### src/rtl/fifo_pkg.sv
// Shared types, defaults and Gray-code helpers for the async FIFO controllers.
package fifo_pkg;

  localparam int DEF_ADDR_W = 3;
  localparam int DEF_DATA_W = 8;
  localparam int PTR_W      = DEF_ADDR_W + 1;

  typedef enum logic {
    ST_IDLE,
    ST_FULL
  } out_state_t;

  // Helpers work on 32-bit vectors; callers size-cast the result down to their pointer width.
  function automatic logic [31:0] bin2gray(input logic [31:0] b);
    return b ^ (b >> 1);
  endfunction

  function automatic logic [31:0] gray2bin(input logic [31:0] g);
    logic [31:0] b;
    b = g;
    for (int i = 1; i < 32; i++) begin
      b = b ^ (g >> i);
    end
    return b;
  endfunction

endpackage

### src/rtl/fifo_ptr_sync.sv
// Multi-flop vector synchronizer for Gray pointers crossing clock domains.
// The input feeds the first flop directly; STAGES must be at least 2.
module fifo_ptr_sync #(
  parameter int WIDTH  = 4,
  parameter int STAGES = 2
) (
  input  logic             clk,
  input  logic             rst,
  input  logic [WIDTH-1:0] d,
  output logic [WIDTH-1:0] q
);

  logic [WIDTH-1:0] sync_q [STAGES];

  always_ff @(posedge clk or negedge rst) begin
    if (!rst) begin
      for (int i = 0; i < STAGES; i++) begin
        sync_q[i] <= '0;
      end
    end else begin
      sync_q[0] <= d;
      for (int i = 1; i < STAGES; i++) begin
        sync_q[i] <= sync_q[i-1];
      end
    end
  end

  assign q = sync_q[STAGES-1];

endmodule

### src/rtl/fifo_rd_ctrl.sv
// Read-side controller of the async FIFO with a registered show-ahead output stage.
// Optional macro RD_LEVEL_EN adds a registered 'level' output (entries still in RAM).
module fifo_rd_ctrl
  import fifo_pkg::*;
#(
  parameter int ADDR_W      = DEF_ADDR_W,
  parameter int DATA_W      = DEF_DATA_W,
  parameter int SYNC_STAGES = 2
) (
  input  logic              clk,
  input  logic              rst,
  input  logic [ADDR_W:0]   wptr_gray,
  output logic [ADDR_W:0]   rptr_gray,
  output logic [ADDR_W-1:0] rd_adr,
  input  logic [DATA_W-1:0] ram_rd_data,
  output logic              out_valid,
  input  logic              out_ready,
  output logic [DATA_W-1:0] out_data,
`ifdef RD_LEVEL_EN
  output logic [ADDR_W:0]   level,
`endif
  output logic              empty
);

  localparam int PW = ADDR_W + 1;

  logic [ADDR_W:0] wptr_s;
  logic [ADDR_W:0] rbin;
  logic [ADDR_W:0] rbin_next;
  logic            pop;
  out_state_t      state;
  out_state_t      state_next;

  fifo_ptr_sync #(
    .WIDTH  (PW),
    .STAGES (SYNC_STAGES)
  ) u_wptr_sync (
    .clk (clk),
    .rst (rst),
    .d   (wptr_gray),
    .q   (wptr_s)
  );

  // Both operands are registers, so empty is glitch-free within the cycle.
  assign empty     = (wptr_s == rptr_gray);
  assign out_valid = (state == ST_FULL);
  assign rd_adr    = rbin[ADDR_W-1:0];

  always_ff @(posedge clk or negedge rst) begin
    if (!rst) begin
      state <= ST_IDLE;
    end else begin
      state <= state_next;
    end
  end

  // A pop refills the output register whenever it is free or being drained this cycle.
  always_comb begin
    state_next = state;
    pop        = 1'b0;
    rbin_next  = rbin;
    unique case (state)
      ST_IDLE: begin
        if (!empty) begin
          pop        = 1'b1;
          state_next = ST_FULL;
        end
      end
      ST_FULL: begin
        if (out_ready) begin
          if (!empty) begin
            pop = 1'b1;
          end else begin
            state_next = ST_IDLE;
          end
        end
      end
      default: state_next = ST_IDLE;
    endcase
    if (pop) begin
      rbin_next = rbin + {{ADDR_W{1'b0}}, 1'b1};
    end
  end

  always_ff @(posedge clk or negedge rst) begin
    if (!rst) begin
      rbin      <= '0;
      rptr_gray <= '0;
      out_data  <= '0;
    end else begin
      rbin      <= rbin_next;
      rptr_gray <= PW'(bin2gray(32'(rbin_next)));
      if (pop) begin
        out_data <= ram_rd_data;
      end
    end
  end

`ifdef RD_LEVEL_EN
  always_ff @(posedge clk or negedge rst) begin
    if (!rst) begin
      level <= '0;
    end else begin
      level <= PW'(gray2bin(32'(wptr_s))) - rbin_next;
    end
  end
`endif

endmodule

### config.mk
export PLATFORM = sky130hd
export DESIGN_NAME = fifo_rd_ctrl
export DESIGN_NICKNAME = d
export VERILOG_FILES = /design/src/rtl/fifo_pkg.sv /design/src/rtl/fifo_ptr_sync.sv /design/src/rtl/fifo_rd_ctrl.sv
export SDC_FILE = /design/constraint.sdc
export NUM_CORES = 1
export LEC_CHECK = 0
export ABC_AREA = 1
export ABC_CLOCK_PERIOD_IN_PS = 1600
export BUFFER_PORTS_ARGS = -buffer_cell sky130_fd_sc_hd__buf_2
export CAP_MARGIN = 5
export CORE_UTILIZATION = 48
export DETAILED_ROUTE_END_ITERATION = 7
export MAX_ROUTING_LAYER = met4
export PLACE_DENSITY = 0.76
export SLEW_MARGIN = 10
export SYNTH_ARGS = -nofsm -noshare
export SYNTH_HDL_FRONTEND = slang
export SYNTH_SLANG_ARGS = --single-unit
### constraint.sdc
create_clock -name clk -period 1.6 [get_ports clk]
set_input_delay 0.32 -clock clk [delete_from_list [all_inputs] [get_ports clk]]
set_output_delay 0.32 -clock clk [all_outputs]
set_load 0.05 [all_outputs]
==> impl_metrics.toml <==
[logic_synthesis]
yosysTopAreaCell = "dfrtp_1"
synth_edf_count = 0
ys_types = 15
synth.top_cell.area_share_pct = 59.9
synthArstFlopShare_pct = 100
yosysWarnings = 0
synth_cells = 114
ys_seq_elements = 24
synth_area_um2 = 1000
synth_nets = 130
syn_avg_cell_area_um2 = 8.79
synth.area.top_cells = "dfrtp_1 60%, nand2_1 18%, nand3_1 7.0%"
ys_seq_area_share_pct = 59.9
synth-main-ff-cell = "dfrtp_1"

[cells_and_area]
post-route-util_pct = 67.2
syn_to_final_growth_pct = 31.5
multi_input_area_um2 = 345
nFillCells = 181
seq_area_um2 = 606
layout.nets = 170
n_antenna_cell = 0
fin_cells = 180
mostFrequentLayoutCells = "48 x nand2_1, 30 x buf_2, 20 x dfrtp_1, 14 x nand3_1, 13 x inv_1"
fin_area_um2 = 1320
final_common_cell = "nand2_1"
drive_gt1_share_pct = 35.3

[floorplan]
initial_core_util_pct = 51.1
die_y_um = 47.7
ios = 32
die_x_um = 47.7
design.die.area_um2 = 2270
core_area_um2 = 1960
num_rows = 16

[routing]
drt-initial-drc-count = 7
drc_errors = 0
wl_per_cell_um = 11.3
viasPerCell = 4.74
dr_total_vias = 853
firstDrtPassIters = 4
wl_um = 2030
drtAntennaViolNets = 0

[grt]
grt_pass1_wl_um = 3090
grt_pass1_vias = 778
antenna_found_initial = 0
grt_overflow = 0
grt_util_all_layers_pct = 20.6
grt_max_degree = 25

[setup_path]
ff2ff_setup_slack_ps = 50
crit_path_start_kind = "flip-flop"
worstSetupEndpointType = "output pin"
timing.rr.start = "rbin[3]"
r2r_end = "rptr_gray[1]"
path_class = "flip-flop to output pin"
worst-r2r-cell-count = 12
worst_ep_required_time_ps = 1280
critPathArrivalTime_ps = 1330
critPathMaxFanout = 3

[sta]
layout_setup_ws_ps = -53.5
fmax_mhz = 605
rsz0062_at_grt = "yes"
fin_tns_setup_ps = -53.5
finalSetupViolations = 1
maxSlewHeadroom_pct = 65.4
period_share_pct = 103
fin_skew_ps = 4.40
hold_violations = 0
worst_slew_pin_slew_ps = 519
fin_crit_ps = 1650
slew_viol_final = 0

[min_path]
hold_start = "wptr_gray[2]"
holdPathStages = 1
min_to = "u_wptr_sync.sync_q[6]"
hold_path.class = "input port to flip-flop"

[pwr]
p_total_mw = 2.74
power_density_nw_per_um2 = 2080
ir_drop_uv = 1490
p_leak_nw = 0.751

[clock_tree]
cts_tree = "yes"
insertion_delay_ps = 310
numCtsBuffers = 3
cts-htree-levels = 1
cts.sinks = 24
root_buffer = "clkbuf_4"
clkTransAtPathRegs_ps = 130
cts_buffer_depth = 2

[run_status]
violations = "setup timing"
outcome = "finished, violations left"

[placed_design]
dp_cells = 171
numPortBuffers = 31
dpl_cell_area_um2 = 1190
place.gp.congestion = 0.793
hpwlAfterDp_um = 1440

[flow_run]
cap_violations = 0
[through the flow]
step           setup slack [ps]  hold slack [ps]
3_5_place_dp               83.8              328
5_1_grt                    -130             84.5
3_3_place_gp                136              321
2_1_floorplan              29.2             24.4
4_1_cts                   -69.4             87.9
6_report                  -53.5              106
[Yosys cell counts, types with 2 or more instances]
cell,n
nand2_2,3
inv_1,14
xor2_1,2
nand2_1,48
nand3_1,14
dfrtp_1,24
[critical path, cell delays in order, from the launching register on]
cell and delay, ps:
dfrtp_2 450, nand2_1 60, nand2_1 60, nor2_2 150
nand2_4 80, clkinvlp_4 90, buf_8 140
[logic make-up after synthesis]
family,Yosys count,share of synthesized area (%)
DFF,24,59.9
AOI/OAI and AO/OA,1,0.499
buffers and inverters,18,7.61
xor gates and xnor gates,2,1.75
and+or+nand+nor,68,29.0
adders and majority gates,1,1.25
[how the worst max path moves through the flow]
stage	startpoint	endpoint	slack (ps)	cells after the start
after global placement	rbin[3]	rptr_gray[1]	140	11
after global routing	rbin[3]	empty	-130	6
after CTS	rptr_gray[2]	empty	-70	6
final	rbin[3]	empty	-50	6
after floorplan	rbin[3]	empty	30	7
after detailed placement	rbin[3]	empty	80	6
[registers in the layout, indices dropped and copies added (netlist names)]
name,cells
out_valid,1
u_wptr_sync.q,4
out_data,8
rptr_gray,3
rbin,4
u_wptr_sync.sync_q,4
[timing repair]
action                                  4_1_cts  5_1_grt
pin swaps                                     4        4
hold buffers                                  1        0
endpoints found under the setup margin        1        4
endpoints found under the hold margin        24        0
buffers inserted                              3        1
gates resized for setup                       5        2
[power by group]
| part | switching [mW] | leakage (nW) | internal [mW] |
|---|---|---|---|
| registers | 0.123 | 0.282 | 0.776 |
| logic | 1.03 | 0.442 | 0.384 |
| clock network | 0.177 | 0.0279 | 0.253 |
| total | 1.33 | 0.751 | 1.41 |
[per-layer routing]
metal / global-route usage [%] / wire length [um] / up-vias
li1: - / - / 424
met1: 23.2 / 828 / 399
met2: 35.4 / 1080 / 28
met3: 3.77 / 106 / 2
met4: 8.89 / 14 / 0
met5: - / 0 / -
[layout make-up]
cell class	instances	area share (%)
inverters	15	4.56
flip-flops and latches	24	46.0
clock buffers	3	1.71
multi-input cells	72	26.2
well taps	27	2.56
repair buffers	38	16.7
clock inverters	1	2.28
Note: power is estimated with default switching activity, not from simulation.
